`src/rtl/uart_tx_port.sv`:
```
// rtl/uart_tx_port.sv - CPU-written 8-entry FIFO draining into an LSB-first async serial transmitter; UART_TX_PARITY_EN adds an even parity bit
module uart_tx_port #(
    parameter int CLKS_PER_BIT = 16,
    parameter int ADDR_W       = 3
) (
    input  logic              clk,
    input  logic              reset,
    input  logic              we,
    input  logic [7:0]        wd,
    output logic              full,
    output logic              empty,
    output logic [ADDR_W:0]   count,
    output logic              busy,
    output logic              ovf,
    output logic              txd
);

    localparam int                DEPTH     = 2 ** ADDR_W;
    localparam int                BAUD_W    = (CLKS_PER_BIT > 1) ? $clog2(CLKS_PER_BIT) : 1;
    localparam logic [BAUD_W-1:0] BAUD_LAST = BAUD_W'(CLKS_PER_BIT - 1);
    localparam logic [BAUD_W-1:0] BAUD_ONE  = BAUD_W'(1);
    localparam logic [ADDR_W:0]   CNT_FULL  = (ADDR_W + 1)'(DEPTH);
    localparam logic [ADDR_W:0]   CNT_ONE   = (ADDR_W + 1)'(1);
    localparam logic [ADDR_W-1:0] PTR_ONE   = ADDR_W'(1);

    typedef enum logic [2:0] {
        S_IDLE   = 3'd0,
        S_START  = 3'd1,
        S_DATA   = 3'd2,
`ifdef UART_TX_PARITY_EN
        S_PARITY = 3'd3,
`endif
        S_STOP   = 3'd4
    } state_t;

    logic [7:0]        mem [DEPTH];
    logic [ADDR_W-1:0] wr_ptr;
    logic [ADDR_W-1:0] rd_ptr;
    logic [ADDR_W:0]   count_q;
    logic              ovf_q;

    state_t            state;
    state_t            state_d;
    logic [BAUD_W-1:0] baud;
    logic [BAUD_W-1:0] baud_d;
    logic [2:0]        bitcnt;
    logic [2:0]        bitcnt_d;
    logic [7:0]        shift;
    logic [7:0]        shift_d;
    logic              par_q;
    logic              par_d;
    logic              txd_q;
    logic              txd_d;

    logic              push;
    logic              pop;
    logic              baud_end;
    logic [7:0]        head;

    assign full     = (count_q == CNT_FULL);
    assign empty    = (count_q == '0);
    assign count    = count_q;
    assign ovf      = ovf_q;
    assign busy     = (state != S_IDLE);
    assign txd      = txd_q;

    // full is the pre-edge value, so a pop on this edge never makes room for the write
    assign push     = we && !full;
    assign pop      = (state == S_IDLE) && !empty;
    assign baud_end = (baud == BAUD_LAST);
    assign head     = mem[rd_ptr];

    always_ff @(posedge clk) begin
        if (push) begin
            mem[wr_ptr] <= wd;
        end
    end

    always_ff @(posedge clk or posedge reset) begin
        if (reset) begin
            wr_ptr  <= '0;
            rd_ptr  <= '0;
            count_q <= '0;
            ovf_q   <= 1'b0;
        end else begin
            if (push) begin
                wr_ptr <= wr_ptr + PTR_ONE;
            end
            if (pop) begin
                rd_ptr <= rd_ptr + PTR_ONE;
            end
            case ({push, pop})
                2'b10:   count_q <= count_q + CNT_ONE;
                2'b01:   count_q <= count_q - CNT_ONE;
                default: count_q <= count_q;
            endcase
            if (we && full) begin
                ovf_q <= 1'b1;
            end
        end
    end

    // State register; txd is registered so the line never glitches
    always_ff @(posedge clk or posedge reset) begin
        if (reset) begin
            state  <= S_IDLE;
            baud   <= '0;
            bitcnt <= '0;
            shift  <= '0;
            par_q  <= 1'b0;
            txd_q  <= 1'b1;
        end else begin
            state  <= state_d;
            baud   <= baud_d;
            bitcnt <= bitcnt_d;
            shift  <= shift_d;
            par_q  <= par_d;
            txd_q  <= txd_d;
        end
    end

    always_comb begin
        state_d  = state;
        baud_d   = baud;
        bitcnt_d = bitcnt;
        shift_d  = shift;
        par_d    = par_q;
        case (state)
            S_IDLE: begin
                if (!empty) begin
                    state_d  = S_START;
                    shift_d  = head;
                    par_d    = ^head;
                    baud_d   = '0;
                    bitcnt_d = '0;
                end
            end
            S_START: begin
                if (baud_end) begin
                    state_d = S_DATA;
                    baud_d  = '0;
                end else begin
                    baud_d = baud + BAUD_ONE;
                end
            end
            S_DATA: begin
                if (baud_end) begin
                    baud_d  = '0;
                    shift_d = {1'b0, shift[7:1]};
                    if (bitcnt == 3'd7) begin
`ifdef UART_TX_PARITY_EN
                        state_d = S_PARITY;
`else
                        state_d = S_STOP;
`endif
                    end else begin
                        bitcnt_d = bitcnt + 3'd1;
                    end
                end else begin
                    baud_d = baud + BAUD_ONE;
                end
            end
`ifdef UART_TX_PARITY_EN
            S_PARITY: begin
                if (baud_end) begin
                    state_d = S_STOP;
                    baud_d  = '0;
                end else begin
                    baud_d = baud + BAUD_ONE;
                end
            end
`endif
            S_STOP: begin
                if (baud_end) begin
                    state_d = S_IDLE;
                    baud_d  = '0;
                end else begin
                    baud_d = baud + BAUD_ONE;
                end
            end
            default: begin
                state_d = S_IDLE;
                baud_d  = '0;
            end
        endcase
    end

    // Line level is derived from the upcoming state so txd changes on the same edge as the state
    always_comb begin
        txd_d = 1'b1;
        case (state_d)
            S_START:  txd_d = 1'b0;
            S_DATA:   txd_d = shift_d[0];
`ifdef UART_TX_PARITY_EN
            S_PARITY: txd_d = par_d;
`endif
            default:  txd_d = 1'b1;
        endcase
    end

endmodule

```
`config.mk`:
```
export PLATFORM = sky130hd
export DESIGN_NAME = uart_tx_port
export DESIGN_NICKNAME = d
export VERILOG_FILES = /design/src/rtl/uart_tx_port.sv
export SDC_FILE = /design/constraint.sdc
export NUM_CORES = 1
export LEC_CHECK = 0
export BUFFER_PORTS_ARGS = -buffer_cell sky130_fd_sc_hd__buf_2
export CAP_MARGIN = 20
export CORE_MARGIN = 3
export CORE_UTILIZATION = 55
export CTS_CLUSTER_DIAMETER = 80
export CTS_CLUSTER_SIZE = 10
export DETAILED_ROUTE_END_ITERATION = 10
export GPL_TIMING_DRIVEN = 1
export PLACE_DENSITY_LB_ADDON = 0.3
export SYNTH_ARGS = -nofsm -noshare
export SYNTH_HDL_FRONTEND = slang
export SYNTH_SLANG_ARGS = --single-unit
```
`constraint.sdc`:
```
create_clock -name clk -period 3.4 [get_ports clk]
set_clock_uncertainty 0.15 [all_clocks]
set_input_delay 0.34 -clock clk [delete_from_list [all_inputs] [get_ports clk]]
set_output_delay 0.34 -clock clk [all_outputs]
set_load 0.03 [all_outputs]
```
==> flow_summary.ini, run 1 <==
[floorplan]
fp.coreArea_um2 = 6982
die_h_um = 92.24
die_w_um = 92.24
initial_core_util_pct = 58.58
die-area_um2 = 8507
row_count = 30
io_pins = 20

[final_layout]
post-route-util_pct = 64.44
layout_common_cells = 64 x edfxtp_1, 29 x dfrtp_1, 19 x nand2_1, 19 x buf_2, 14 x mux2i_1
syn2layout_area_growth_pct = 10.00
drive_gt1_share_pct = 24.40
fin_nets = 306
n_antenna_cell = 0
nFillCells = 530
layout_commonest_cell = edfxtp_1

[pwr]
p_leak_nw = 1.718
power.density_nw_per_um2 = 785.6
ir_drop_mv = 0.4628

[global_routing]
antenna_found_initial = 0
groute.usage.overall_pct = 18.32
grt_pass1_vias = 2182
globalRoute.totalOverflow = 0
grt_max_degree = 31
grt_pass1_wl_um = 11630

[clock_tree]
cts_tree = yes
post_cts_buffers = 0
clock_latency_ns = 0.36
clockBufferDepth = 2
clock_sinks = 94
cts_buffers = 9
h-tree-depth = 3
clockRootBuffer = clkbuf_8
clk_pin_slew_ns = 0.10

[hold_path]
worstHoldEndpoint = ovf
hp-class = in2reg
hold_depth = 2
hp-start = we

[timing]
fin_crit_sh_pct = 81.53
final_max_slew_viol_count = 0
rsz0062_at_grt = false
max-slew-margin-rel_pct = 50.23
fmax_mhz = 360.8
worst_slew_pin_slew_ns = 0.7465
final_hold_viol_count = 0
setup_ws_ns = 0.6281
finalSetupViolations = 0
tns_ns = 0
min_period_ns = 2.772

[logic_synthesis]
synthCells = 256
ys_ff_latch = 94
yosysUniqueCellTypes = 48
netlist_area_um2 = 4090
synth_edf_count = 64
synthArstFlopShare_pct = 31.91
ys_seq_area_share_pct = 65.37
yosysWarnings = 0
ys.flop_type = edfxtp_1
synth_area_leaders = edfxtp_1 47%, dfrtp_1 18%, mux4_2 6.1%
synth_area_per_cell_um2 = 15.98
yosysTopAreaCell = edfxtp_1
syn-num-nets = 276
synth.top_cell.area_share_pct = 46.99

[routing]
vias = 2155
dr.first_iter.drc_count = 152
viasPerCell = 5.568
drt-total-wl_um = 6880
wire_per_inst_um = 17.78
drt.antenna.violating_nets = 0
firstDrtPassIters = 4
drcViolationCount = 0

[run]
cap_viol_max_count = 0

[critical_path]
regToRegEndpoint = count[3]
path_max_fanout = 6
cp.arrival_ns = 2.92
crit_required_ns = 3.54
reg2reg_depth = 9
crit_path_start_kind = register
end_kind = register
rrSetupSlack_ns = 0.63
timing.rr.start = count[0]
critPathKind = reg2reg

[placed_design]
hpwl_um = 4641
io_buffers = 19
pre_cts_ws_ns = 0.6532
gp_congestion = 0.7784

[outcome]
status = finished, final reports clean
-- cells in the mapped netlist (2+ instances only) --
library cell / n
edfxtp_1: 64
dfrtp_1: 29
nand2_1: 19
mux2i_1: 14
mux4_2: 11
nor2_1: 11
inv_1: 9
o21ai_0: 9
ha_1: 8
mux2_2: 7
xnor2_1: 7
a31oi_1: 4
clkbuf_1: 4
mux4_1: 4
nor3_1: 4
buf_2: 3
nand2b_1: 3
nor4b_1: 3
o22ai_1: 3
xor2_1: 3
a2111oi_0: 2
a21o_1: 2
a22o_1: 2
buf_12: 2
buf_6: 2
nand3_1: 2
nor2b_1: 2
nor4_1: 2
o21ai_1: 2
-- worst max-delay path: stages, from the launching register on --
cell	delay, ns
dfrtp_1	0.46
or4_4	0.61
nand3_4	0.15
inv_1	0.09
ha_1	0.23
ha_1	0.29
a21o_1	0.18
a21oi_1	0.19
mux2i_1	0.24
xnor2_1	0.13
-- worst max path at each step --
stage / startpoint / end / cells past startpoint
after floorplan: count[0] / count[3] / 9
after global placement: count[0] / count[3] / 9
after detailed placement: count[0] / count[3] / 9
after CTS: count[0] / count[3] / 9
after global routing: count[0] / count[3] / 9
final: count[0] / count[3] / 9
-- final cells by class --
| cell class | instances | area, um^2 | area share [%] |
|---|---|---|---|
| Sequential cell | 94 | 2674 | 59.43 |
| Inverter | 10 | 37.54 | 0.8343 |
| Multi-Input combinational cell | 140 | 1289 | 28.64 |
| Clock buffer | 9 | 123.9 | 2.753 |
| Timing Repair Buffer | 31 | 187.7 | 4.171 |
| Tap cell | 96 | 120.1 | 2.670 |
| Clock inverter | 7 | 67.56 | 1.502 |
-- registers in the layout, indices dropped and copies added (netlist names) --
signal / count
mem: 64
shift: 8
baud: 4
count: 4
bitcnt: 3
rd_ptr: 3
state: 3
wr_ptr: 3
ovf: 1
txd: 1
-- report_power, final --
part | switching, mW | internal (mW) | leakage (nW) | total, mW
clock | 0.416 | 0.281 | 0.0932 | 0.697
sequential | 0.276 | 1.48 | 0.953 | 1.76
combinational | 0.536 | 0.546 | 0.671 | 1.08
total | 1.23 | 2.31 | 1.72 | 3.53
-- logic make-up (layout without fill, tap and decap cells) --
| kind of cell | Yosys count | in the layout | synth area share, % |
|---|---|---|---|
| AOI/OAI and AO/OA | 30 | 30 | 5.078 |
| muxes | 37 | 37 | 14.35 |
| and+or+nand+nor | 54 | 54 | 6.853 |
| buffers and inverters | 22 | 57 | 3.273 |
| DFF | 94 | 94 | 65.37 |
| xor gates and xnor gates | 10 | 10 | 2.141 |
| adders and majority gates | 9 | 9 | 2.937 |
-- through the flow --
| stage | hold WS [ns] | power (mW) | std cells | instance area [um^2] |
|---|---|---|---|---|
| 2_1_floorplan | 0.2801 | 2.621 | 256 | 4096 |
| 3_3_place_gp | 0.2831 | 2.850 | 370 | 4298 |
| 3_5_place_dp | 0.2913 | 2.879 | 370 | 4298 |
| 4_1_cts | 0.02377 | 3.569 | 387 | 4499 |
| 5_1_grt | 0.04004 | 3.766 | 387 | 4499 |
| 6_report | 0.04111 | 3.535 | 387 | 4499 |
-- metal layers --
metal | global-route usage [%] | vias up | wire length (um)
met5 | 0 | - | 0
met4 | 6.683 | 0 | 117
met3 | 3.199 | 10 | 198
met2 | 28.77 | 33 | 3294
met1 | 25.98 | 1075 | 3268
li1 | - | 1037 | -
-- timing repair --
| action | 4_1_cts | 5_1_grt |
|---|---|---|
| gates resized for setup | 0 | 0 |
| hold endpoints to repair | 29 | 0 |
| hold buffers | 1 | 0 |
Note: power is estimated with default switching activity, not from simulation.
==> inputs of run 2 (changes only) <==
clock period = 2.25 ns   (was 3.4 ns; I/O delays follow)
==> flow_summary.ini, run 2 (synthesis results as in run 1) <==
[outcome]
status = finished with violations
violations = setup timing

[floorplan]
io_pins = 20
fp.coreArea_um2 = 6982
die-area_um2 = 8507
die_h_um = 92.24
initial_core_util_pct = 58.58
die_w_um = 92.24
row_count = 30

[final_layout]
nFillCells = 484
n_antenna_cell = 0
top_regs = mem: 64 flops, shift: 8 flops
top_register = mem
multi_input_area_um2 = 1349
regArea_um2 = 2679
syn2layout_area_growth_pct = 17.47
fin_area_um2 = 4805
layout_common_cells = 64 x edfxtp_1, 30 x buf_4, 25 x dfrtp_1
layout_commonest_cell = edfxtp_1
drive_gt1_share_pct = 33.54
largest_reg_flops = 64
finalNonFillerCells = 415
fin_nets = 334

[routing]
firstDrtPassIters = 4
drcViolationCount = 0
drt-total-wl_um = 7186
highest_layer = met4
dr.first_iter.drc_count = 133
m1WireLength_um = 3186
wire_per_inst_um = 17.32
vias = 2288
route.met2.wl_um = 3688
wl_met3_um = 212
viasPerCell = 5.513
drt.antenna.violating_nets = 0

[timing]
max-slew-margin-rel_pct = 45.96
final_max_slew_viol_count = 0
finalSetupViolations = 1
setup_ws_ns = -0.1681
fmax_mhz = 413.5
fin_crit_sh_pct = 107.5
worst_slew_pin_slew_ns = 0.7902
min_period_ns = 2.418
final_hold_viol_count = 0
tns_ns = -0.1681
rsz0062_at_grt = true
whs_ns = 0.2127

[global_routing]
grt_pass1_vias = 2334
grt_pass1_wl_um = 11700
grt_max_degree = 22
antenna_found_initial = 0
globalRoute.totalOverflow = 0
groute.usage.overall_pct = 18.37

[critical_path]
crit_required_ns = 2.39
end_kind = register
path_max_fanout = 3
cp.arrival_ns = 2.55
critPathKind = reg2reg
crit_path_start_kind = register

[placed_design]
gp_congestion = 0.7897
pre_cts_ws_ns = -0.1528
io_buffers = 19
place_area_um2 = 4508
place_inst = 389
hpwl_um = 5138

[clock_tree]
clockRootBuffer = clkbuf_8
h-tree-depth = 3
clockBufferDepth = 2
clk_pin_slew_ns = 0.09
clock_sinks = 94
clock_latency_ns = 0.36
cts_buffers = 9
cts_tree = yes

[pwr]
ir_drop_mv = 0.6341
p_leak_nw = 1.851
power.density_nw_per_um2 = 1176

[hold_path]
hp-class = in2async

[run]
cap_viol_max_count = 0
-- run 2: cell types whose count changed in the layout (fill, tap and decap cells not counted), sizes merged --
cell         previous run  this run
buf                    30        49
dlygate4sd3             1        10
clkinvlp                1         0
inv                    11        12
-- run 2: path summary, 6_finish.rpt --
| check | start | end | slack (ns) | cells past startpoint |
|---|---|---|---|---|
| worst max-delay path | count[0] | count[3] | -0.17 | 9 |
| worst min-delay path | reset | count[1] | 0.21 | 3 |
| worst max register to register | count[0] | count[3] | -0.17 | 9 |
| worst min register to register | ovf | ovf | 0.32 | 1 |
| max in group asynchronous | reset | txd | 1.08 | 4 |
| min in group clk | ovf | ovf | 0.32 | 1 |
-- run 2: final cells by class --
type,instances,share of cell area [%]
flip-flops and latches,94,55.76
well taps,96,2.500
inverters,10,0.8594
multi-input cells,140,28.07
clock inverters,7,1.172
repair buffers,59,9.063
clock buffers,9,2.578
-- run 2: what timing repair did --
item	CTS	global route
setup buffers	0	0
pin swaps	1	0
endpoints found under the hold margin	74	0
hold buffers	10	0
endpoints found under the setup margin	2	20
gates resized for setup	2	6
-- run 2: worst max-delay path: stages (launching register included) --
cell,delay [ns]
dfrtp_2,0.41
or4_4,0.56
nand3_4,0.09
inv_4,0.05
ha_4,0.17
ha_4,0.21
a21o_1,0.16
a21oi_2,0.15
mux2i_2,0.25
xnor2_1,0.14
-- run 2: where the power goes --
part / internal (mW) / switching [mW]
registers: 2.25 / 0.240
logic: 1.05 / 1.09
clock network: 0.417 / 0.607
total: 3.71 / 1.94
-- run 2: per-layer routing --
| layer | track usage (%) | vias to the layer above |
|---|---|---|
| li1 | - | 1095 |
| met4 | 6.683 | 0 |
| met5 | 0 | - |
| met1 | 24.25 | 1151 |
| met2 | 30.17 | 33 |
| met3 | 4.020 | 9 |
-- run 2: through the flow --
step | util, % | power (mW)
after CTS | 68.62 | 5.686
after global routing | 68.82 | 5.999
after detailed placement | 64.57 | 4.650
final | 68.82 | 5.649
after global placement | 64.57 | 4.562
after floorplan | - | 4.023
==> inputs of run 3 (changes only) <==
SKIP_LAST_GASP = 1   (was default)
==> flow_summary.ini, run 3 (synthesis results as in run 1) <==
[routing]
drt-total-wl_um = 7204
drcViolationCount = 0
drt.antenna.violating_nets = 0
firstDrtPassIters = 4
viasPerCell = 5.567
vias = 2327
wire_per_inst_um = 17.23
dr.first_iter.drc_count = 126

[final_layout]
top_regs = mem: 64 flops, shift: 8 flops
nFillCells = 476
n_antenna_cell = 0
layout_commonest_cell = edfxtp_1
post-route-util_pct = 69.43
largest_reg_flops = 64
drive_gt1_share_pct = 34.47
layout_common_cells = 64 x edfxtp_1, 31 x buf_4, 25 x dfrtp_1
top_register = mem
fin_nets = 337
syn2layout_area_growth_pct = 18.51
finalNonFillerCells = 418

[floorplan]
die-area_um2 = 8507
row_count = 30
initial_core_util_pct = 58.58
die_w_um = 92.24
io_pins = 20
die_h_um = 92.24
fp.coreArea_um2 = 6982

[critical_path]
rrSetupSlack_ns = -0.19
crit_path_start_kind = register
cp.arrival_ns = 2.57
crit_required_ns = 2.38
critPathKind = reg2reg
regToRegEndpoint = count[3]
path_max_fanout = 3
end_kind = register
timing.rr.start = count[3]
reg2reg_depth = 9

[run]
cap_viol_max_count = 0

[outcome]
status = finished with violations
violations = setup timing

[timing]
final_max_slew_viol_count = 0
setup_ws_ns = -0.1882
max-slew-margin-rel_pct = 47.92
fmax_mhz = 410.1
min_period_ns = 2.438
finalSetupViolations = 1
tns_ns = -0.1882
rsz0062_at_grt = true
final_hold_viol_count = 0
fin_crit_sh_pct = 108.4
worst_slew_pin_slew_ns = 0.7615

[clock_tree]
h-tree-depth = 3
clock_latency_ns = 0.36
clockBufferDepth = 2
clockRootBuffer = clkbuf_8
clock_sinks = 94
clk_pin_slew_ns = 0.10
cts_tree = yes
cts_buffers = 9

[global_routing]
globalRoute.totalOverflow = 0
grt_pass1_wl_um = 11700
groute.usage.overall_pct = 18.37
grt_pass1_vias = 2334
antenna_found_initial = 0
grt_max_degree = 22

[placed_design]
hpwl_um = 5138
place_inst = 389
gp_congestion = 0.7897
io_buffers = 19

[pwr]
ir_drop_mv = 0.6693
p_leak_nw = 1.867
power.density_nw_per_um2 = 1175

[hold_path]
hp-class = in2async
run 3: critical path, stage by stage (launching register included):
cell     delay (ns)
dfrtp_2        0.42
or4_4          0.56
nand3_4        0.09
inv_4          0.05
ha_4           0.17
ha_4           0.21
a21o_1         0.16
a21oi_2        0.17
mux2i_2        0.26
xnor2_1        0.14
run 3: routing by layer:
layer / wire length [um] / vias to the layer above / part of all wire (%) / GRT usage, %
li1: - / 1103 / - / -
met1: 3036 / 1165 / 42 / 24.25
met2: 3744 / 52 / 52 / 30.17
met3: 347 / 7 / 4.8 / 4.020
met4: 75 / 0 / 1.0 / 6.683
met5: 0 / - / 0 / 0
run 3: cell type report:
class                           instances  area (um^2)  area share, %
Multi-Input combinational cell        140         1359          28.03
Clock buffer                            9        123.9          2.556
Timing Repair Buffer                   62        465.4          9.602
Inverter                               10        43.79         0.9035
Tap cell                               96        120.1          2.478
Sequential cell                        94         2679          55.27
Clock inverter                          7        56.30          1.162
run 3: power breakdown:
group	switching, mW	internal, mW
Sequential	0.242	2.25
Combinational	1.10	1.09
Clock	0.606	0.417
Total	1.95	3.75
run 3: through the flow:
| stage | hold slack, ns | setup slack, ns | instance area (um^2) | power, mW |
|---|---|---|---|---|
| after floorplan | 0.1648 | -0.2582 | 4145 | 4.023 |
| after global placement | 0.06409 | -0.05226 | 4508 | 4.562 |
| after detailed placement | 0.06470 | -0.1528 | 4508 | 4.650 |
| after CTS | 0.2192 | -0.1846 | 4788 | 5.682 |
| after global routing | 0.2482 | -0.2369 | 4847 | 6.044 |
| final | 0.2142 | -0.1882 | 4847 | 5.695 |
run 3: worst max path at each step:
stage | end | depth (start not counted) | from | slack (ns)
final | count[3] | 9 | count[3] | -0.19
after global routing | count[3] | 9 | count[3] | -0.24
after CTS | count[3] | 9 | count[0] | -0.18
after detailed placement | count[3] | 9 | count[3] | -0.15
after global placement | count[3] | 9 | count[3] | -0.05
after floorplan | count[3] | 9 | count[2] | -0.26
run 3: timing repair:
item | 4_1_cts | 5_1_grt
endpoints found under the setup margin | 2 | 20
resized for setup | 1 | 11
hold endpoints to repair | 74 | 0
pin swaps | 1 | 6
hold buffers | 10 | 0
setup buffers | 0 | 3
